[config.mk]
export PLATFORM = sky130hd
export DESIGN_NAME = cmp_serial
export DESIGN_NICKNAME = d
export VERILOG_FILES = /design/src/rtl/cmp_serial_pkg.sv /design/src/rtl/cmp_serial_chunk.sv /design/src/rtl/cmp_serial.sv
export SDC_FILE = /design/constraint.sdc
export NUM_CORES = 1
export LEC_CHECK = 0
export CORE_UTILIZATION = 50
export CTS_CLUSTER_SIZE = 14
export DETAILED_ROUTE_END_ITERATION = 6
export GPL_TIMING_DRIVEN = 0
export PLACE_DENSITY = 0.85
export RECOVER_POWER = 100
export SYNTH_ARGS = -nofsm -noshare
export SYNTH_HDL_FRONTEND = slang
export SYNTH_HIERARCHICAL = 1
export SYNTH_SLANG_ARGS = --single-unit
[constraint.sdc]
create_clock -name clk -period 3.2 [get_ports clk]
set_clock_uncertainty 0.05 [all_clocks]
set_input_delay 0.32 -clock clk [delete_from_list [all_inputs] [get_ports clk]]
set_output_delay 0.32 -clock clk [all_outputs]
set_load 0.05 [all_outputs]
[src/rtl/cmp_serial_pkg.sv]
// cmp_pkg: shared FSM state and one-hot result types for the serial comparator
package cmp_pkg;

    typedef enum logic [1:0] {
        IDLE,
        BUSY,
        DONE
    } cmp_state_t;

    typedef struct packed {
        logic lt;
        logic eq;
        logic gt;
    } cmp_result_t;

endpackage

[src/rtl/cmp_serial_chunk.sv]
// cmp_chunk: unsigned less-than / equality compare of one W-bit chunk
module cmp_chunk #(
    parameter int W = 8
) (
    input  logic [W-1:0] a_chunk,
    input  logic [W-1:0] b_chunk,
    output logic         lt,
    output logic         eq
);

    assign lt = a_chunk < b_chunk;
    assign eq = a_chunk == b_chunk;

endmodule

[src/rtl/cmp_serial.sv]
// cmp_serial: handshaked MSB-first magnitude comparator, W bits per cycle; CMP_SERIAL_EARLY_EXIT_EN stops at the first differing chunk
module cmp_serial
    import cmp_pkg::*;
#(
    parameter int N = 32,
    parameter int W = 8
) (
    input  logic         clk,
    input  logic         rst,
    input  logic         in_valid,
    output logic         in_ready,
    input  logic [N-1:0] a,
    input  logic [N-1:0] b,
    input  logic         is_signed,
    output logic         out_valid,
    input  logic         out_ready,
    output logic         lt,
    output logic         eq,
    output logic         gt
);

    localparam int C = N / W;
    localparam int KW = (C > 1) ? $clog2(C) : 1;
    localparam logic [KW-1:0] K_TOP = KW'(C - 1);

    cmp_state_t   state;
    logic [N-1:0] a_q;
    logic [N-1:0] b_q;
    logic         sgn_q;
    logic [KW-1:0] k;
    cmp_result_t  res;
    cmp_result_t  cur;
    logic [W-1:0] a_chunk;
    logic [W-1:0] b_chunk;
    logic [W-1:0] msk;
    logic         c_lt;
    logic         c_eq;
`ifndef CMP_SERIAL_EARLY_EXIT_EN
    cmp_result_t  pend;
`endif

    // select chunk k; flipping the sign bit of the top chunk turns two's-complement order into unsigned order
    always_comb begin
        msk = (sgn_q && k == K_TOP) ? W'(1) << (W - 1) : '0;
        a_chunk = a_q[k*W +: W] ^ msk;
        b_chunk = b_q[k*W +: W] ^ msk;
        cur = '{lt: c_lt, eq: c_eq, gt: !c_lt && !c_eq};
    end

    cmp_chunk #(.W(W)) u_chunk (
        .a_chunk(a_chunk),
        .b_chunk(b_chunk),
        .lt     (c_lt),
        .eq     (c_eq)
    );

    // accept, walk chunks MSB-first, hold the result until the consumer takes it
    always_ff @(posedge clk) begin
        if (rst) begin
            state     <= IDLE;
            in_ready  <= 1'b1;
            out_valid <= 1'b0;
            res       <= '0;
            a_q       <= '0;
            b_q       <= '0;
            sgn_q     <= 1'b0;
            k         <= '0;
`ifndef CMP_SERIAL_EARLY_EXIT_EN
            pend      <= '0;
`endif
        end else begin
            case (state)
                IDLE: if (in_valid) begin
                    a_q      <= a;
                    b_q      <= b;
                    sgn_q    <= is_signed;
                    k        <= K_TOP;
                    in_ready <= 1'b0;
                    state    <= BUSY;
`ifndef CMP_SERIAL_EARLY_EXIT_EN
                    pend     <= '0;
`endif
                end
                BUSY: begin
`ifdef CMP_SERIAL_EARLY_EXIT_EN
                    if (!c_eq || k == '0) begin
                        res       <= cur;
                        out_valid <= 1'b1;
                        state     <= DONE;
                    end else begin
                        k <= k - 1'b1;
                    end
`else
                    if (!c_eq && pend == '0) pend <= cur;
                    if (k == '0) begin
                        res       <= (pend != '0) ? pend : cur;
                        out_valid <= 1'b1;
                        state     <= DONE;
                    end else begin
                        k <= k - 1'b1;
                    end
`endif
                end
                DONE: if (out_ready) begin
                    out_valid <= 1'b0;
                    res       <= '0;
                    in_ready  <= 1'b1;
                    state     <= IDLE;
                end
                default: state <= IDLE;
            endcase
        end
    end

    assign lt = res.lt;
    assign eq = res.eq;
    assign gt = res.gt;

endmodule

* Word level (Yosys, flattened, before mapping)
Index checks and enable logic that the tools add are counted.
** Word-level totals
- Bits of input ports :: 69
- Memories kept :: 0
- Memory bits (read-only) :: 0
- Logic and storage cells :: 67
- RAM bits :: 0
- Output and inout port bits :: 5
- Bits in latches :: 0
- Register bits after elaboration :: 77
** Cells by class
- Multiply operators :: 0
- Reductions and logical operators :: 18
- Multiplexer cells :: 21
- Order comparisons :: 1
- Bitwise logic cells :: 2
- Eq/ne operators :: 9
- Shift operators :: 2
- Divide/modulo/power cells :: 0
- Add/sub/neg operators :: 1
** Operators by type and width (count)
- indexed part select 32 x 6 -> 8 bit :: 2
- bitwise XOR 8 bit :: 2
- two-way mux 3 bit :: 5
- AND reduction 3 bit :: 5
- one-hot mux 3 bit (2 select lines) :: 2
- two-way mux 2 bit :: 5
- inequality test 2 bit, second input constant :: 5
- equality test 8 bit :: 1
- < comparator 8 bit :: 1
- two-way mux 8 bit :: 1
- one-hot mux 2 bit (3 select lines) :: 1
- nonzero test 2 bit :: 3
- equality test 2 bit, second input constant :: 2
- logical NOT 2 bit :: 2
- two-way mux 1 bit :: 4
- one-hot mux 1 bit (2 select lines) :: 2
- one-hot mux 2 bit (2 select lines) :: 1
- logical AND 1 bit :: 3
- logical NOT 3 bit :: 1
- nonzero test 3 bit :: 1
- equality test 2 x 1 -> 1 bit, second input constant :: 1
- logical NOT 1 bit :: 2
- AND reduction 2 bit :: 1
- subtractor 2 x 1 -> 2 bit, second input constant :: 1

* Logic depth before layout (Yosys ltp)
Gate-level depths: netlist of the first run.
- Depth in word-level cells :: 10
- Gate-level depth with buffers :: 12
- Mapped depth without buffers :: 11

* By module
Netlist of the first run, hierarchy kept.
** By module, submodules not included
- cmp_serial :: times used 1, area each 3176.8 um2, cells each 364, seq. area each 1541.5 um2
- cmp_chunk :: times used 1, area each 214.0 um2, cells each 27, seq. area each 0.0 um2

* Worst setup path before layout of the first run
OpenSTA, ideal clock, no wires.
- Kind :: register to register
- From :: register k[0]
- To :: register pend[2] (netlist name)
- Required time :: 3.085 ns
- Setup slack :: 0.419 ns
- Buffers on the path :: 2
- Arrival :: 2.666 ns
- Clock period less this slack :: 2.781 ns
- Cell stages (with the launch flop) :: 11
- Library setup time :: 0.065 ns
- Cells stage by stage :: dfxtp_1 > buf_2 > buf_2 > mux4_2 > ha_1 > a21oi_1 > a21oi_2 > a2111oi_2 > nor3b_1 > a32oi_1 > nor2_1
** On the way
- Elaborated cells between the ends (all ways) :: 15
- Classes of those cells :: order compare: 1; eq/ne: 3; shift: 2; mux: 3; bitwise: 2; reduce/logical: 4
** RTL lines
- start: declaration :: RTL line cmp_serial.sv:30 : logic [KW-1:0] k;
- start signal: assignment :: RTL line cmp_serial.sv:100 : k <= k - 1'b1;
- indexed part select 32 x 6 -> 8 bit :: RTL line cmp_serial.sv:45 : a_chunk = a_q[k*W +: W] ^ msk;
- bitwise XOR 8 bit :: RTL line cmp_serial.sv:45
- named net a_chunk[3] :: RTL line cmp_serial.sv:33 : logic [W-1:0] a_chunk;
- < comparator 8 bit :: RTL line cmp_serial_chunk.sv:11 : assign lt = a_chunk < b_chunk;
- named net c_lt :: RTL line cmp_serial.sv:36 : logic c_lt;
- two-way mux 3 bit :: RTL line cmp_serial.sv:94 : if (!c_eq && pend == '0) pend <= cur;
- one-hot mux 3 bit (2 select lines) :: RTL line cmp_serial.sv:72 : case (state)
- end signal: assignment :: RTL line cmp_serial.sv:94
- end: declaration :: RTL line cmp_serial.sv:39 : cmp_result_t pend;
The timed path passes the listed nets, and every way through them passes these cells. The select of a mux whose other input is x is not followed.
A chain may end at the register's enable or synchronous reset.

* Worst setup path in the final report of the first run
Ends and elaborated chain as after synthesis.

==> impl_metrics.json, run 1 <==
{
  "path_common_cell": "a21oi_1",
  "antenna_found_initial": 0,
  "clock_latency_ps": 360,
  "diodes": 0,
  "synth-async-reset-ratio_pct": 0,
  "cts.clk_slew.worst_paths_ps": 70,
  "tightest_slew_ps": 584.9,
  "met2_usage_pct": 46.42,
  "rsz0062_at_grt": "false",
  "core-area_mm2": 0.006459,
  "reg2reg_depth": 10,
  "drc": 2,
  "n_fill_cell": 511,
  "outcome": "finished, violations left",
  "timing.rr.start": "k[0]",
  "synthXorXnorAreaFrac_pct": 0.5166,
  "seq_area_mm2": 0.001541,
  "die_y_um": 84.35,
  "syn_area_mm2": 0.003391,
  "p_leak_nw": 1.685,
  "top_usage_layer": "met2",
  "cp-endpoint": "pend[2]",
  "end_kind": "flip-flop",
  "synth-edff-count": 0,
  "path_buf_inv": 2,
  "synth_fp_nets": 470,
  "num_io_pins": 74,
  "final_util_pct": 68.52,
  "cp-start-kind": "flip-flop",
  "fmax_mhz": 329.3,
  "required_ps": 3440,
  "place_area_mm2": 0.004218,
  "die_area_mm2": 0.007115,
  "worst_path_largest_cell_delay_ps": 540,
  "cts_hold_buf": 0,
  "worstSetupPathDepth": 10,
  "use_met1_pct": 29.49,
  "ys_ff_latch": 77,
  "grt_use_total_pct": 25.85,
  "maxSlewHeadroom_pct": 61.01,
  "ant_nets": 0,
  "slew_violations": 0,
  "start_util_pct": 52.50,
  "cts_buffers": 9,
  "crit_type": "flip-flop to flip-flop",
  "violations": "design-rule violations",
  "synth_cells": 391,
  "period_share_pct": 94.90,
  "cts_buffer_depth": 2,
  "dp_slack_ps": -7.368,
  "synth_top_family_by_area": "simple AND/OR/NAND/NOR gates",
  "dr_total_vias": 3018,
  "startpoint": "k[0]",
  "fin_nets": 554,
  "final_cell_area_mm2": 0.004425,
  "synth_compound_area_share_pct": 13.84,
  "synth-adder-area-share_pct": 3.690,
  "grt_pass1_vias": 3140,
  "ir_drop_mv": 0.2901,
  "min_period_ps": 3037,
  "hold_path.class": "flip-flop to flip-flop",
  "setup_slack_ps": 163.2,
  "reg2reg_slack_ps": 160,
  "routabilityCongestion": 0.8428,
  "setup_viol": 0,
  "fin_setup_tns_ps": 0,
  "synth.distinct_cells": 31,
  "yosys.area_share.simple_pct": 19.85,
  "crit_chain": "clkbuf_4 -> buf_4 -> mux4_2 -> ha_1 -> a21oi_1 -> a21oi_1 -> a2111oi_2 -> nor3b_2 -> a32oi_1 -> nor2_1",
  "portBuffers": 73,
  "critPathMaxFanout": 10,
  "ys_warn_count": 6,
  "synth-seq-area-share_pct": 45.46,
  "area_delta_synth_final_pct": 30.52,
  "wl_per_cell_um": 15.59,
  "grt_max_degree": 13,
  "final-hold-violation-count": 0,
  "post-dp-hpwl_mm": 6.324,
  "drt_iter0_drc": 151,
  "num_rows": 29,
  "multi_input_area_mm2": 0.001642,
  "gr-total-overflow": 0,
  "firstDrtPassIters": 7,
  "regToRegEndpoint": "pend[2]",
  "dp.cells": 541,
  "stdcell_count": 557,
  "grt_pass1_wl_mm": 14.14,
  "globalRouteMet3Util_pct": 4.818,
  "cts_tree": "built",
  "vias_per_cell": 5.418,
  "cp_data_arrival_time_ps": 3280,
  "syn_area_per_cell_um2": 8.672,
  "p_per_area_mw_per_mm2": 556.7,
  "clock-root-buffer": "clkbuf_8",
  "yosys_most_used_dff": "dfxtp_1",
  "drive_gt1_share_pct": 9.375,
  "cp_top_family": "compound AO/OA/AOI/OAI gates",
  "cpMaxStageDelayCell": "mux4_2",
  "htreeDepth": 3,
  "cts_num_sinks": 77,
  "max-cap-violations": 0,
  "synth_mux_area_share_pct": 10.63,
  "wl_mm": 8.684,
  "die-width_um": 84.35
}
## state kept, by name, indices dropped and copies added (netlist names), 2 cells and up
name   flops
a_q       32
b_q       32
pend       3
k          2
state      2
## where the power goes
group,total [W],internal (W),switching [W]
clock,0.000786,0.000436,0.000350
sequential,0.00108,0.00103,0.0000433
combinational,0.000600,0.000284,0.000316
## stage by stage
stage / hold WS (ps) / power [W]
finish: 406.1 / 0.002464
global route: 427.0 / 0.002564
CTS: 407.7 / 0.002463
detailed placement: 395.4 / 0.001691
global placement: 388.4 / 0.001663
floorplan: 383.1 / 0.001481
## worst min-delay path, delay by kind of cell, from the launching register on
kind / cells / cell delay [ps]
AND/OR/NAND/NOR: 1 / 50
AO/OA/AOI/OAI: 1 / 50
flip-flops: 1 / 310
## cell type report
cell class | count | area share, %
timing repair buffer | 73 | 16.51
buffer | 29 | 3.704
tap | 77 | 2.177
sequential | 77 | 34.83
inverter | 12 | 1.018
clock buffer | 11 | 2.969
clock inverter | 5 | 1.696
multi-input combinational | 273 | 37.09
## cell usage after synthesis, drive strengths merged (2+ instances only)
cell type  count  area (um^2)
inv           12        45.04
nand3b         3        22.52
ha            10        125.1
nor3b          4        35.03
clkbuf        14        52.55
buf           15        106.4
mux4          16        360.4
nand2        133        499.2
xnor2          2        17.52
a21oi         73        369.1
dfxtp         77         1541
o2bb2ai        3        26.28
nor2b          4        32.53
nor2          11        41.29
nand4          2        12.51
## cell usage in the layout, fill, tap and decap left out, types with 2 or more instances in the layout
| cell | count |
|---|---|
| a21oi_1 | 73 |
| buf_2 | 2 |
| buf_6 | 5 |
| bufinv_16 | 2 |
| clkbuf_1 | 20 |
| clkbuf_4 | 3 |
| clkbuf_8 | 9 |
| clkdlybuf4s50_1 | 66 |
| clkinv_2 | 3 |
| dfxtp_1 | 77 |
| dlygate4sd3_1 | 7 |
| ha_1 | 10 |
| inv_1 | 12 |
| mux4_2 | 16 |
| nand2_1 | 133 |
| nand3b_1 | 3 |
| nand4_1 | 2 |
| nor2_1 | 11 |
| nor2b_1 | 3 |
| nor3b_1 | 3 |
| o2bb2ai_1 | 3 |
| xnor2_1 | 2 |
## worst min path at each step
stage,from,end,slack [ps],cells past startpoint
after CTS,a_q[12],a_q[12],410,2
after floorplan,a_q[16],a_q[16],380,2
after global placement,b_q[14],b_q[14],390,2
after global routing,b_q[31],b_q[31],430,2
after detailed placement,a_q[18],a_q[18],400,2
final,a_q[12],a_q[12],410,2
## layer usage
metal / part of all wire (%) / wire length, um
met1: 40 / 3447
met2: 51 / 4466
met3: 6.2 / 540
met4: 2.6 / 229
met5: 0 / 0
## what timing repair did
item                                    in CTS  in global routing
endpoints found under the setup margin       2                  3
buffers inserted                             0                  0
hold endpoints to repair                     0                  0
gates resized for setup                      1                  4
## cell families after synthesis
kind of cell,Yosys count
buf+inv,41
fa+ha+maj,10
compound gates,84
simple gates,161
xor+xnor,2
flops,77
mux,16
Note: power is estimated with default switching activity, not from simulation.
==> run 2, diff against run 1 <==
--- a/config.mk
+++ b/config.mk
@@ -5,12 +5,14 @@
 export SDC_FILE = /design/constraint.sdc
 export NUM_CORES = 1
 export LEC_CHECK = 0
-export CORE_UTILIZATION = 50
+export CORE_UTILIZATION = 52
+export CTS_BUF_LIST = sky130_fd_sc_hd__clkbuf_8
 export CTS_CLUSTER_SIZE = 14
 export DETAILED_ROUTE_END_ITERATION = 6
 export GPL_TIMING_DRIVEN = 0
-export PLACE_DENSITY = 0.85
+export PLACE_DENSITY = 0.88
 export RECOVER_POWER = 100
+export REMOVE_ABC_BUFFERS = 1
 export SYNTH_ARGS = -nofsm -noshare
 export SYNTH_HDL_FRONTEND = slang
 export SYNTH_HIERARCHICAL = 1
==> run 2 against run 1 <==
- the flow finishes with violations (max-capacitance violations, max-slew violations)
- clock power fell by 3.2%
- non-clock buffer count down 25
- die area down 3.8%
- combinational power shrank 14%
- cell area is 2.5% lower
- via count is 6.0% lower
- sequential power hardly changed
- critical endpoint unchanged
- largest power group unchanged
==> impl_metrics.json, run 2 (synthesis results as in run 1) <==
{
  "violations": "max-capacitance violations, max-slew violations",
  "ant_nets": 0,
  "grt_use_total_pct": 22.08,
  "portBuffers": 73,
  "path_buf_inv": 1,
  "maxSlewHeadroom_pct": -0.3742,
  "seq_area_mm2": 0.001546,
  "multi_input_area_mm2": 0.001645,
  "post-dp-hpwl_mm": 5.091,
  "final_util_pct": 68.35,
  "hold_path_depth": 2,
  "drc": 0,
  "dr_total_vias": 2838,
  "firstDrtPassIters": 4,
  "reg2reg_depth": 10,
  "required_ps": 3430,
  "cp-start-kind": "flip-flop",
  "setup_viol": 0,
  "critPathMaxFanout": 18,
  "tightest_slew_ps": 1506,
  "grt_pass1_wl_mm": 11.25,
  "area_delta_synth_final_pct": 27.27,
  "antenna_found_initial": 0,
  "cts_buffer_depth": 2,
  "rsz0062_at_grt": "false",
  "num_io_pins": 74,
  "cts_tree": "built",
  "end_kind": "flip-flop",
  "gr-total-overflow": 0,
  "vias_per_cell": 5.335,
  "clock-root-buffer": "clkbuf_8",
  "cts_hold_buf": 0,
  "cp_top_family": "flip-flops",
  "period_share_pct": 91.64,
  "die_y_um": 82.75,
  "p_leak_nw": 1.629,
  "cts_setup_buffers": 0,
  "worstSetupPathDepth": 10,
  "min_period_ps": 2933,
  "cts_num_sinks": 77,
  "final_common_cell": "nand2_1",
  "die_area_mm2": 0.006848,
  "diodes": 0,
  "drive_gt1_share_pct": 9.231,
  "dp.cells": 516,
  "final-hold-violation-count": 0,
  "p_per_area_mw_per_mm2": 552.3,
  "fin_nets": 529,
  "worst_path_largest_cell_delay_ps": 700,
  "wl_per_cell_um": 13.29,
  "drt_iter0_drc": 95,
  "largestRegisters": "a_q x32, b_q x32, pend x3",
  "cts_buffers": 9,
  "stdcell_count": 532,
  "cpMaxStageDelayCell": "dfxtp_2",
  "crit_chain": "mux4_2 -> inv_1 -> ha_1 -> nor2b_4 -> o211ai_2 -> a21oi_2 -> a2111oi_2 -> nor3b_1 -> a32oi_1 -> nor2_1",
  "num_rows": 29,
  "cts.clk_slew.worst_paths_ps": 80,
  "htreeDepth": 3,
  "fin_setup_tns_ps": 0,
  "final_cell_mix": "nand2_1, dfxtp_1, a21oi_1, clkdlybuf4s50_1, mux4_2",
  "core-area_mm2": 0.006314,
  "cp_data_arrival_time_ps": 3160,
  "max-cap-violations": 1,
  "place_area_mm2": 0.004155,
  "routabilityCongestion": 0.6816,
  "wl_mm": 7.070,
  "hold_path.class": "flip-flop to flip-flop",
  "fmax_mhz": 341.0,
  "die-width_um": 82.75,
  "crit_type": "flip-flop to flip-flop",
  "outcome": "finished, violations left",
  "final_cell_area_mm2": 0.004315,
  "start_util_pct": 53.71,
  "grt_pass1_vias": 2694,
  "grt_max_degree": 43,
  "n_fill_cell": 555,
  "clock_latency_ps": 350,
  "ir_drop_mv": 0.4310,
  "slew_violations": 34
}
run 2: per-stage QoR:
step	power (W)	worst slack, ps	hold slack (ps)
6_report	0.002383	267.4	405.4
3_5_place_dp	0.001667	-241.0	393.1
3_3_place_gp	0.001624	-1017	388.8
5_1_grt	0.002513	16.18	428.3
4_1_cts	0.002424	111.8	404.3
2_1_floorplan	0.001444	215.9	339.1
run 2: routing by layer:
metal  track usage, %  vias up  routed length [um]
met4            7.241        0                  63
met5                0        -                   0
met3            5.055        7                 307
met1            23.52     1337                2949
met2            42.30       66                3749
li1                 -     1428                   -
run 2: what timing repair did:
action | CTS | global route
pin swaps | 0 | 0
endpoints found under the setup margin | 4 | 2
gates resized for setup | 2 | 1
endpoints found under the hold margin | 0 | 0
run 2: power by group:
part,total [W],switching [W],internal (W)
sequential,0.00111,0.0000722,0.00104
combinational,0.000515,0.000252,0.000262
clock,0.000761,0.000341,0.000420
total,0.00238,0.000665,0.00172
run 2: final timing paths:
| kind | startpoint | slack (ps) | end |
|---|---|---|---|
| max | k[1] | 270 | pend[2] |
| min | b_q[9] | 410 | b_q[9] |
| max reg2reg | k[1] | 270 | pend[2] |
| min reg2reg | b_q[9] | 410 | b_q[9] |
run 2: cell type report:
cell class,count,area share [%]
Multi-Input combinational cell,273,38.13
Sequential cell,77,35.84
Timing Repair Buffer,77,17.89
Clock buffer,12,3.827
Tap cell,77,2.233
Clock inverter,4,1.044
Inverter,12,1.044
run 2: worst register-to-register path, stage by stage, from the launching register on:
cell and delay (ps):
dfxtp_2 700, mux4_2 580, inv_1 60, ha_1 230, nor2b_4 130, o211ai_2 140
a21oi_2 70, a2111oi_2 330, nor3b_1 300, a32oi_1 140, nor2_1 130
